### src/rtl/multicycle_ctrl_pkg.sv
// rtl/multicycle_ctrl_pkg.sv - shared encodings for the multi-cycle RV32I controller
// Purpose: opcode constants, FSM state codes, opcode classes and datapath
//          select encodings shared by multicycle_control and opcode_classifier.
// Ports:   none (package).
package multicycle_ctrl_pkg;

  // RV32I major opcodes (IR[6:0])
  localparam logic [6:0] OPC_R      = 7'b0110011;
  localparam logic [6:0] OPC_LOAD   = 7'b0000011;
  localparam logic [6:0] OPC_STORE  = 7'b0100011;
  localparam logic [6:0] OPC_BRANCH = 7'b1100011;
  localparam logic [6:0] OPC_IALU   = 7'b0010011;
  localparam logic [6:0] OPC_JAL    = 7'b1101111;
  localparam logic [6:0] OPC_JALR   = 7'b1100111;
  localparam logic [6:0] OPC_LUI    = 7'b0110111;
  localparam logic [6:0] OPC_AUIPC  = 7'b0010111;

  // FSM state codes
  typedef logic [2:0] state_t;
  localparam state_t ST_FETCH  = 3'd0;
  localparam state_t ST_DECODE = 3'd1;
  localparam state_t ST_EXEC   = 3'd2;
  localparam state_t ST_MEM    = 3'd3;
  localparam state_t ST_WB     = 3'd4;
  localparam state_t ST_TRAP   = 3'd5;

  // Instruction class produced by the opcode classifier
  typedef enum logic [3:0] {
    CLS_NONE,
    CLS_R,
    CLS_IALU,
    CLS_LOAD,
    CLS_STORE,
    CLS_BRANCH,
    CLS_JAL,
    CLS_JALR,
    CLS_LUI,
    CLS_AUIPC
  } op_class_e;

  // alu_op
  localparam logic [1:0] ALU_ADD  = 2'b00;
  localparam logic [1:0] ALU_SUB  = 2'b01;
  localparam logic [1:0] ALU_RFN  = 2'b10;
  localparam logic [1:0] ALU_IFN  = 2'b11;

  // pc_src
  localparam logic [1:0] PC_ALU   = 2'd0;
  localparam logic [1:0] PC_TGT   = 2'd1;
  localparam logic [1:0] PC_JALR  = 2'd2;

  // alu_src_a
  localparam logic [1:0] SRCA_OLDPC = 2'd0;
  localparam logic [1:0] SRCA_RS1   = 2'd1;
  localparam logic [1:0] SRCA_ZERO  = 2'd2;
  localparam logic [1:0] SRCA_PC    = 2'd3;

  // alu_src_b
  localparam logic [1:0] SRCB_RS2  = 2'd0;
  localparam logic [1:0] SRCB_IMM  = 2'd1;
  localparam logic [1:0] SRCB_FOUR = 2'd2;

  // wb_sel
  localparam logic [1:0] WB_ALU  = 2'd0;
  localparam logic [1:0] WB_MDR  = 2'd1;
  localparam logic [1:0] WB_LINK = 2'd2;

endpackage

### src/rtl/multicycle_control_opcode_classifier.sv
// rtl/multicycle_control_opcode_classifier.sv - combinational opcode to class decoder
// Purpose: maps IR[6:0] to an instruction class and a legal flag. The
//          extended opcodes (I-ALU/JAL/JALR/LUI/AUIPC) decode only when
//          SUPPORT_EXT is nonzero, otherwise they fall out as CLS_NONE.
// Ports:   opcode   in  7  IR[6:0]
//          op_class out    decoded class (CLS_NONE when unsupported)
//          legal    out 1  opcode is supported
module opcode_classifier
  import multicycle_ctrl_pkg::*;
#(
  parameter int SUPPORT_EXT = 1
) (
  input  logic [6:0] opcode,
  output op_class_e  op_class,
  output logic       legal
);

  localparam bit EXT = (SUPPORT_EXT != 0);

  always_comb begin
    op_class = CLS_NONE;
    case (opcode)
      OPC_R:      op_class = CLS_R;
      OPC_LOAD:   op_class = CLS_LOAD;
      OPC_STORE:  op_class = CLS_STORE;
      OPC_BRANCH: op_class = CLS_BRANCH;
      OPC_IALU:   op_class = EXT ? CLS_IALU  : CLS_NONE;
      OPC_JAL:    op_class = EXT ? CLS_JAL   : CLS_NONE;
      OPC_JALR:   op_class = EXT ? CLS_JALR  : CLS_NONE;
      OPC_LUI:    op_class = EXT ? CLS_LUI   : CLS_NONE;
      OPC_AUIPC:  op_class = EXT ? CLS_AUIPC : CLS_NONE;
      default:    op_class = CLS_NONE;
    endcase
    legal = (op_class != CLS_NONE);
  end

endmodule

### src/rtl/multicycle_control.sv
// rtl/multicycle_control.sv - multi-cycle RV32I control FSM with memory watchdog
// Purpose: sequences each instruction through FETCH/DECODE/EXEC/MEM/WB,
//          driving datapath enables and selects; traps illegal opcodes and
//          memory accesses that exceed MEM_TIMEOUT cycles into TRAP.
// Ports:   clk, rst (sync, active-high), opcode[6:0], mem_ready (inputs)
//          mem_req, mem_we, iord, ir_write, mdr_write, pc_write,
//          pc_write_cond, pc_src[1:0], alu_src_a[1:0], alu_src_b[1:0],
//          alu_op[1:0], wb_sel[1:0], reg_write, instr_done,
//          illegal_op (sticky), bus_error (sticky) (outputs)
module multicycle_control
  import multicycle_ctrl_pkg::*;
#(
  parameter int SUPPORT_EXT = 1,
  parameter int MEM_TIMEOUT = 16,
  parameter int TMO_W       = 8
) (
  input  logic       clk,
  input  logic       rst,
  input  logic [6:0] opcode,
  input  logic       mem_ready,
  output logic       mem_req,
  output logic       mem_we,
  output logic       iord,
  output logic       ir_write,
  output logic       mdr_write,
  output logic       pc_write,
  output logic       pc_write_cond,
  output logic [1:0] pc_src,
  output logic [1:0] alu_src_a,
  output logic [1:0] alu_src_b,
  output logic [1:0] alu_op,
  output logic [1:0] wb_sel,
  output logic       reg_write,
  output logic       instr_done,
  output logic       illegal_op,
  output logic       bus_error
);

  localparam logic [TMO_W:0] TMO_LIMIT = (TMO_W+1)'(MEM_TIMEOUT);

  state_t           state_q, state_d;
  logic [TMO_W-1:0] tmo_cnt_q, tmo_cnt_d;
  logic [1:0]       wb_sel_q, wb_sel_d;
  logic             is_store_q, is_store_d;
  logic             illegal_q, illegal_d;
  logic             bus_err_q, bus_err_d;

  op_class_e        op_class;
  logic             op_legal;

  opcode_classifier #(
    .SUPPORT_EXT(SUPPORT_EXT)
  ) u_classifier (
    .opcode  (opcode),
    .op_class(op_class),
    .legal   (op_legal)
  );

  logic [TMO_W:0] tmo_next;
  logic           tmo_hit;

  assign tmo_next = {1'b0, tmo_cnt_q} + {{TMO_W{1'b0}}, 1'b1};
  // This wait cycle is the MEM_TIMEOUT-th consecutive one without mem_ready.
  // A mem_ready in the same cycle takes priority and completes the access.
  assign tmo_hit  = (MEM_TIMEOUT != 0) && !mem_ready && (tmo_next == TMO_LIMIT);

  always_comb begin
    state_d       = state_q;
    tmo_cnt_d     = tmo_cnt_q;
    wb_sel_d      = wb_sel_q;
    is_store_d    = is_store_q;
    illegal_d     = illegal_q;
    bus_err_d     = bus_err_q;

    mem_req       = 1'b0;
    mem_we        = 1'b0;
    iord          = 1'b0;
    ir_write      = 1'b0;
    mdr_write     = 1'b0;
    pc_write      = 1'b0;
    pc_write_cond = 1'b0;
    pc_src        = PC_ALU;
    alu_src_a     = SRCA_OLDPC;
    alu_src_b     = SRCB_RS2;
    alu_op        = ALU_ADD;
    wb_sel        = WB_ALU;
    reg_write     = 1'b0;
    instr_done    = 1'b0;

    case (state_q)
      ST_FETCH: begin
        mem_req = 1'b1;
        if (mem_ready) begin
          // Latch IR and advance PC by 4 in the same cycle.
          ir_write  = 1'b1;
          pc_write  = 1'b1;
          pc_src    = PC_ALU;
          alu_src_a = SRCA_PC;
          alu_src_b = SRCB_FOUR;
          alu_op    = ALU_ADD;
          state_d   = ST_DECODE;
        end else if (tmo_hit) begin
          state_d   = ST_TRAP;
          bus_err_d = 1'b1;
        end else begin
          tmo_cnt_d = tmo_next[TMO_W-1:0];
        end
      end

      ST_DECODE: begin
        if (op_legal) begin
          state_d = ST_EXEC;
        end else begin
          state_d   = ST_TRAP;
          illegal_d = 1'b1;
        end
      end

      ST_EXEC: begin
        wb_sel_d   = WB_ALU;
        is_store_d = 1'b0;
        state_d    = ST_WB;
        case (op_class)
          CLS_R: begin
            alu_src_a = SRCA_RS1;
            alu_src_b = SRCB_RS2;
            alu_op    = ALU_RFN;
          end
          CLS_IALU: begin
            alu_src_a = SRCA_RS1;
            alu_src_b = SRCB_IMM;
            alu_op    = ALU_IFN;
          end
          CLS_LOAD, CLS_STORE: begin
            alu_src_a  = SRCA_RS1;
            alu_src_b  = SRCB_IMM;
            alu_op     = ALU_ADD;
            is_store_d = (op_class == CLS_STORE);
            state_d    = ST_MEM;
          end
          CLS_BRANCH: begin
            alu_src_a     = SRCA_RS1;
            alu_src_b     = SRCB_RS2;
            alu_op        = ALU_SUB;
            pc_write_cond = 1'b1;
            pc_src        = PC_TGT;
            instr_done    = 1'b1;
            state_d       = ST_FETCH;
          end
          CLS_JAL: begin
            pc_write = 1'b1;
            pc_src   = PC_TGT;
            wb_sel_d = WB_LINK;
          end
          CLS_JALR: begin
            alu_src_a = SRCA_RS1;
            alu_src_b = SRCB_IMM;
            alu_op    = ALU_ADD;
            pc_write  = 1'b1;
            pc_src    = PC_JALR;
            wb_sel_d  = WB_LINK;
          end
          CLS_LUI: begin
            alu_src_a = SRCA_ZERO;
            alu_src_b = SRCB_IMM;
            alu_op    = ALU_ADD;
          end
          CLS_AUIPC: begin
            alu_src_a = SRCA_OLDPC;
            alu_src_b = SRCB_IMM;
            alu_op    = ALU_ADD;
          end
          default: begin
            // Opcode changed to an unsupported one after DECODE.
            state_d   = ST_TRAP;
            illegal_d = 1'b1;
          end
        endcase
      end

      ST_MEM: begin
        // Address computation is held so the ALU result stays valid.
        mem_req   = 1'b1;
        iord      = 1'b1;
        mem_we    = is_store_q;
        alu_src_a = SRCA_RS1;
        alu_src_b = SRCB_IMM;
        alu_op    = ALU_ADD;
        if (mem_ready) begin
          if (is_store_q) begin
            instr_done = 1'b1;
            state_d    = ST_FETCH;
          end else begin
            mdr_write = 1'b1;
            wb_sel_d  = WB_MDR;
            state_d   = ST_WB;
          end
        end else if (tmo_hit) begin
          state_d   = ST_TRAP;
          bus_err_d = 1'b1;
        end else begin
          tmo_cnt_d = tmo_next[TMO_W-1:0];
        end
      end

      ST_WB: begin
        reg_write  = 1'b1;
        instr_done = 1'b1;
        wb_sel     = wb_sel_q;
        state_d    = ST_FETCH;
      end

      ST_TRAP: begin
        state_d = ST_TRAP;
      end

      default: begin
        state_d = ST_FETCH;
      end
    endcase

    // The watchdog measures one access at a time.
    if (state_d != state_q) begin
      tmo_cnt_d = '0;
    end

    illegal_op = illegal_q;
    bus_error  = bus_err_q;

    // Reset silences every output, including the Mealy strobes.
    if (rst) begin
      mem_req       = 1'b0;
      mem_we        = 1'b0;
      iord          = 1'b0;
      ir_write      = 1'b0;
      mdr_write     = 1'b0;
      pc_write      = 1'b0;
      pc_write_cond = 1'b0;
      pc_src        = PC_ALU;
      alu_src_a     = SRCA_OLDPC;
      alu_src_b     = SRCB_RS2;
      alu_op        = ALU_ADD;
      wb_sel        = WB_ALU;
      reg_write     = 1'b0;
      instr_done    = 1'b0;
      illegal_op    = 1'b0;
      bus_error     = 1'b0;
    end
  end

  always_ff @(posedge clk) begin
    if (rst) begin
      state_q    <= ST_FETCH;
      tmo_cnt_q  <= '0;
      wb_sel_q   <= WB_ALU;
      is_store_q <= 1'b0;
      illegal_q  <= 1'b0;
      bus_err_q  <= 1'b0;
    end else begin
      state_q    <= state_d;
      tmo_cnt_q  <= tmo_cnt_d;
      wb_sel_q   <= wb_sel_d;
      is_store_q <= is_store_d;
      illegal_q  <= illegal_d;
      bus_err_q  <= bus_err_d;
    end
  end

endmodule

### config.mk
export PLATFORM = sky130hd
export DESIGN_NAME = multicycle_control
export DESIGN_NICKNAME = d
export VERILOG_FILES = /design/src/rtl/multicycle_ctrl_pkg.sv /design/src/rtl/multicycle_control_opcode_classifier.sv /design/src/rtl/multicycle_control.sv
export SDC_FILE = /design/constraint.sdc
export NUM_CORES = 1
export LEC_CHECK = 0
export ABC_AREA = 0
export CAP_MARGIN = 20
export CORE_UTILIZATION = 43
export DETAILED_ROUTE_END_ITERATION = 16
export PLACE_DENSITY = 0.72
export SETUP_SLACK_MARGIN = 0.05
export SYNTH_ARGS = -nofsm -noshare
export SYNTH_HDL_FRONTEND = slang
export SYNTH_SLANG_ARGS = --single-unit
### constraint.sdc
create_clock -name clk -period 2.3 [get_ports clk]
set_input_delay 0.46 -clock clk [delete_from_list [all_inputs] [get_ports clk]]
set_output_delay 0.46 -clock clk [all_outputs]
set_load 0.02 [all_outputs]
==> summary.txt <==
Status
  • Status: complete, no violations

Final layout
  • Reg area: between 300 and 400 um2
  • Synth-to-Final Area Change: 55.8%
  • Share of layout cells above drive strength 1: between 40% and 50%
  • Diodes inserted: 0
  • Nets@finish: 298
  • Fill cell total of the finished layout: 283
  • Multi-input logic area: roughly 0.0011 mm2

Clock network
  • Worst-Skew Late Latency: around 300 ps
  • Clock Path Buffers: 2
  • CTS tree: built
  • CTS Buf Count: 3
  • Clk pin slew, worst setup/hold paths: around 110 ps
  • H-tree depth: 1
  • Clock sinks: 16
  • Clk root buf: clkbuf_4

Placed design
  • I/O Buffers: 30
  • Post-DP HPWL: 3.23 mm
  • GP Congestion: 0.848

GRT
  • Vias in the first global route: about 1700
  • Initial antenna violation count: 0
  • Congestion Overflow GR: 0
  • GRT busiest layer: met2
  • First-pass GRT wire length: approximately 7.3 mm
  • Grt met2 use: 46.1%
  • Global routing usage on met1: 34.0%
  • Total track usage: a little over a quarter
  • Met3 usage: under 10%
  • Largest net degree at the start of global routing: 17

Power and ir drop
  • Tot Pwr: around 0.77 mW
  • Leakage power: 0.967 nW
  • Power Density: approximately 350 mW/mm2
  • VDD IR max: between 0.2 and 0.25 mV

Logic synthesis
  • Xor and xnor area share after synthesis: 4.36%
  • FF+latch count, synth: 16
  • Most frequently used flop master after synthesis: dfxtp_1
  • Synth async-reset ratio: 0%
  • Synth Area in Adders: roughly 1.8%
  • Synth Area in Compound Gates: 24.7%
  • Multiplexer area fraction after synthesis: 1.42%
  • Largest family of logic cells by synthesized area: simple AND/OR/NAND/NOR gates
  • Post-synthesis sequential area ratio: about 23%
  • Unique cell type count in the Yosys netlist: just over 50
  • Synth Instances: between 200 and 250
  • Simple-gate share of the synthesized area: 39.0%
  • Post-Syn Area: ~0.0014 mm2
  • Area share of the largest cell type after synthesis: between 20% and 30%
  • Top cells by count, synth: nor2_1, nand2_1, a21oi_1, dfxtp_1, nor3_1
  • Yosys Warn Count: 0
  • Yosys top cell by area: dfxtp_1
  • Syn nets: around 220
  • Synth area leaders: dfxtp_1, nor2_1, a21oi_1, nor3_1, nand2_1
  • Mapped Avg Cell Area: between 6 and 7 um2
  • Count leader, synth: nor2_1
  • Post-synth EDFFs: 0

Hold path
  • Hold Path End: is_store_q
  • Hold Path Class: reg -> reg
  • HP Start: is_store_q
  • WHS Path Cells: 2

STA
  • Maximum clock rate: between 0.4 and 0.5 GHz
  • Unrepaired setup endpoints after global routing: yes
  • Clock Skews: about 1.5 ps
  • Final setup viols: 0
  • Max-slew headroom: between 70% and 80%
  • Least-Margin Pin Slew: roughly 320 ps
  • TNS Setup: 0 ps
  • Final Hold Violating Endpoints: 0
  • Slew Limit Fails: 0
  • Fin crit share: 96.4%
  • Minimum clock period: between 2000 and 2500 ps

Die
  • Die Height: between 50 and 60 um
  • Core Area: about 0.003 mm2
  • Io pins: 31
  • Starting density of the core: about 46%
  • Die X-Extent: approximately 59 um
  • Rows: 20
  • Full die area: ~0.0035 mm2

Drt
  • WL/cell: about 14 um
  • Via count: between 1500 and 2000
  • DRC Markers: 0
  • DR pass1 iterations: 4
  • DR iter-0 viols: 67
  • Antenna violation net count after detailed routing: 0
  • Post-DR vias/cell: 5.43
  • Final WL: about 4.6 mm

Setup path
  • Max FO, Critical Path: 3
  • CP Cell Sequence: nor2_4, nand2_2, a211oi_2, o221ai_2, buf_4, a211oi_2, buf_4
  • R2R depth: 7
  • R2R Path Start: tmo_cnt_q[0]
  • WP buf/inv: 2
  • CP required: roughly 1800 ps
  • Cell family with most CP delay: compound AO/OA/AOI/OAI gates
  • Flop-to-flop setup slack: around 190 ps
  • Critical Path AT: 1760 ps
  • Worst Setup End Kind: output pin
  • FF-to-FF End: tmo_cnt_q[5]
  • Max incr delay on CP: between 300 and 400 ps
  • Slowest cell on crit path: dfxtp_2
  • CP Launch Type: flip-flop
  • Worst setup path startpoint: state_q[2]
  • WS Path Type: reg -> out

Flow run
  • # Max-Cap Violations: 0
==> registers in the layout (all words and copies together), names as in the netlist <==
| register | cells |
|---|---|
| wb_sel_q | 2 |
| illegal_q | 1 |
| bus_err_q | 1 |
| state_q | 3 |
| is_store_q | 1 |
| tmo_cnt_q | 8 |
==> cell type report <==
| class | instances | share of cell area (%) |
|---|---|---|
| Sequential cell | 16 | 14.7 |
| Inverter | 6 | 1.03 |
| Timing Repair Buffer | 91 | 30.8 |
| Clock buffer | 4 | 1.66 |
| Multi-Input combinational cell | 168 | 49.3 |
| Tap cell | 44 | 2.51 |
==> tightest hold or removal path, cell delays in order (launching register included) <==
cell and delay (ps):
dfxtp_1 330, nand2_1 50, a21oi_1 50
==> stage by stage <==
step           hold WS [ps]  std cells  util (%)  worst slack, ps  area, um2
2_1_floorplan           435        203         -            -66.6       1410
5_1_grt                 526        329      71.2             17.0       2190
6_report                475        329      71.2             83.1       2190
3_3_place_gp            453        320      68.9             -638       2120
3_5_place_dp            457        320      68.9             -710       2120
4_1_cts                 471        327      70.9             8.91       2180
==> cell usage in the layout (no fill, tap or decap), types with 6 or more instances in the layout <==
| master | n |
|---|---|
| inv_1 | 6 |
| nor3_1 | 15 |
| nand3_1 | 6 |
| nand2_1 | 14 |
| buf_4 | 61 |
| nand2b_1 | 7 |
| o21ai_0 | 9 |
| dfxtp_1 | 15 |
| a21oi_1 | 15 |
| nor2_1 | 22 |
| clkbuf_2 | 10 |
| buf_2 | 6 |
==> where the power goes <==
| part | leakage [nW] | internal [mW] | total [mW] | switching (mW) |
|---|---|---|---|---|
| combinational | 0.816 | 0.129 | 0.277 | 0.148 |
| clock | 0.0210 | 0.0967 | 0.202 | 0.105 |
| sequential | 0.130 | 0.285 | 0.291 | 0.00599 |
==> routing by layer <==
metal | vias up | wire length (um)
li1 | 896 | -
met1 | 827 | 2060
met2 | 46 | 2250
met3 | 17 | 146
met4 | 0 | 142
met5 | - | 0
==> how the worst max path moves through the flow <==
| stage | cells past startpoint | endpoint |
|---|---|---|
| 2_1_floorplan | 5 | alu_op[0] |
| 3_3_place_gp | 6 | alu_op[0] |
| 3_5_place_dp | 6 | alu_op[1] |
| 4_1_cts | 6 | instr_done |
| 5_1_grt | 7 | alu_op[0] |
| 6_report | 7 | alu_op[0] |
==> cell families (layout without fill, tap and decap cells) <==
group | after synthesis | after routing
AOI/OAI and AO/OA | 53 | 53
xor gates and xnor gates | 7 | 7
adders and majority gates | 2 | 2
buffers and inverters | 19 | 101
DFF | 16 | 16
muxes | 2 | 2
and+or+nand+nor | 104 | 104
==> repair_timing <==
| action | CTS | global route |
|---|---|---|
| pin swaps | 7 | 10 |
| hold endpoints to repair | 0 | 0 |
| buffers inserted | 3 | 2 |
| endpoints found under the setup margin | 29 | 23 |
| resized for setup | 67 | 43 |
| gates cloned | 0 | 0 |
| hold buffers | 0 | 0 |
(Power assumes the default switching activity.)
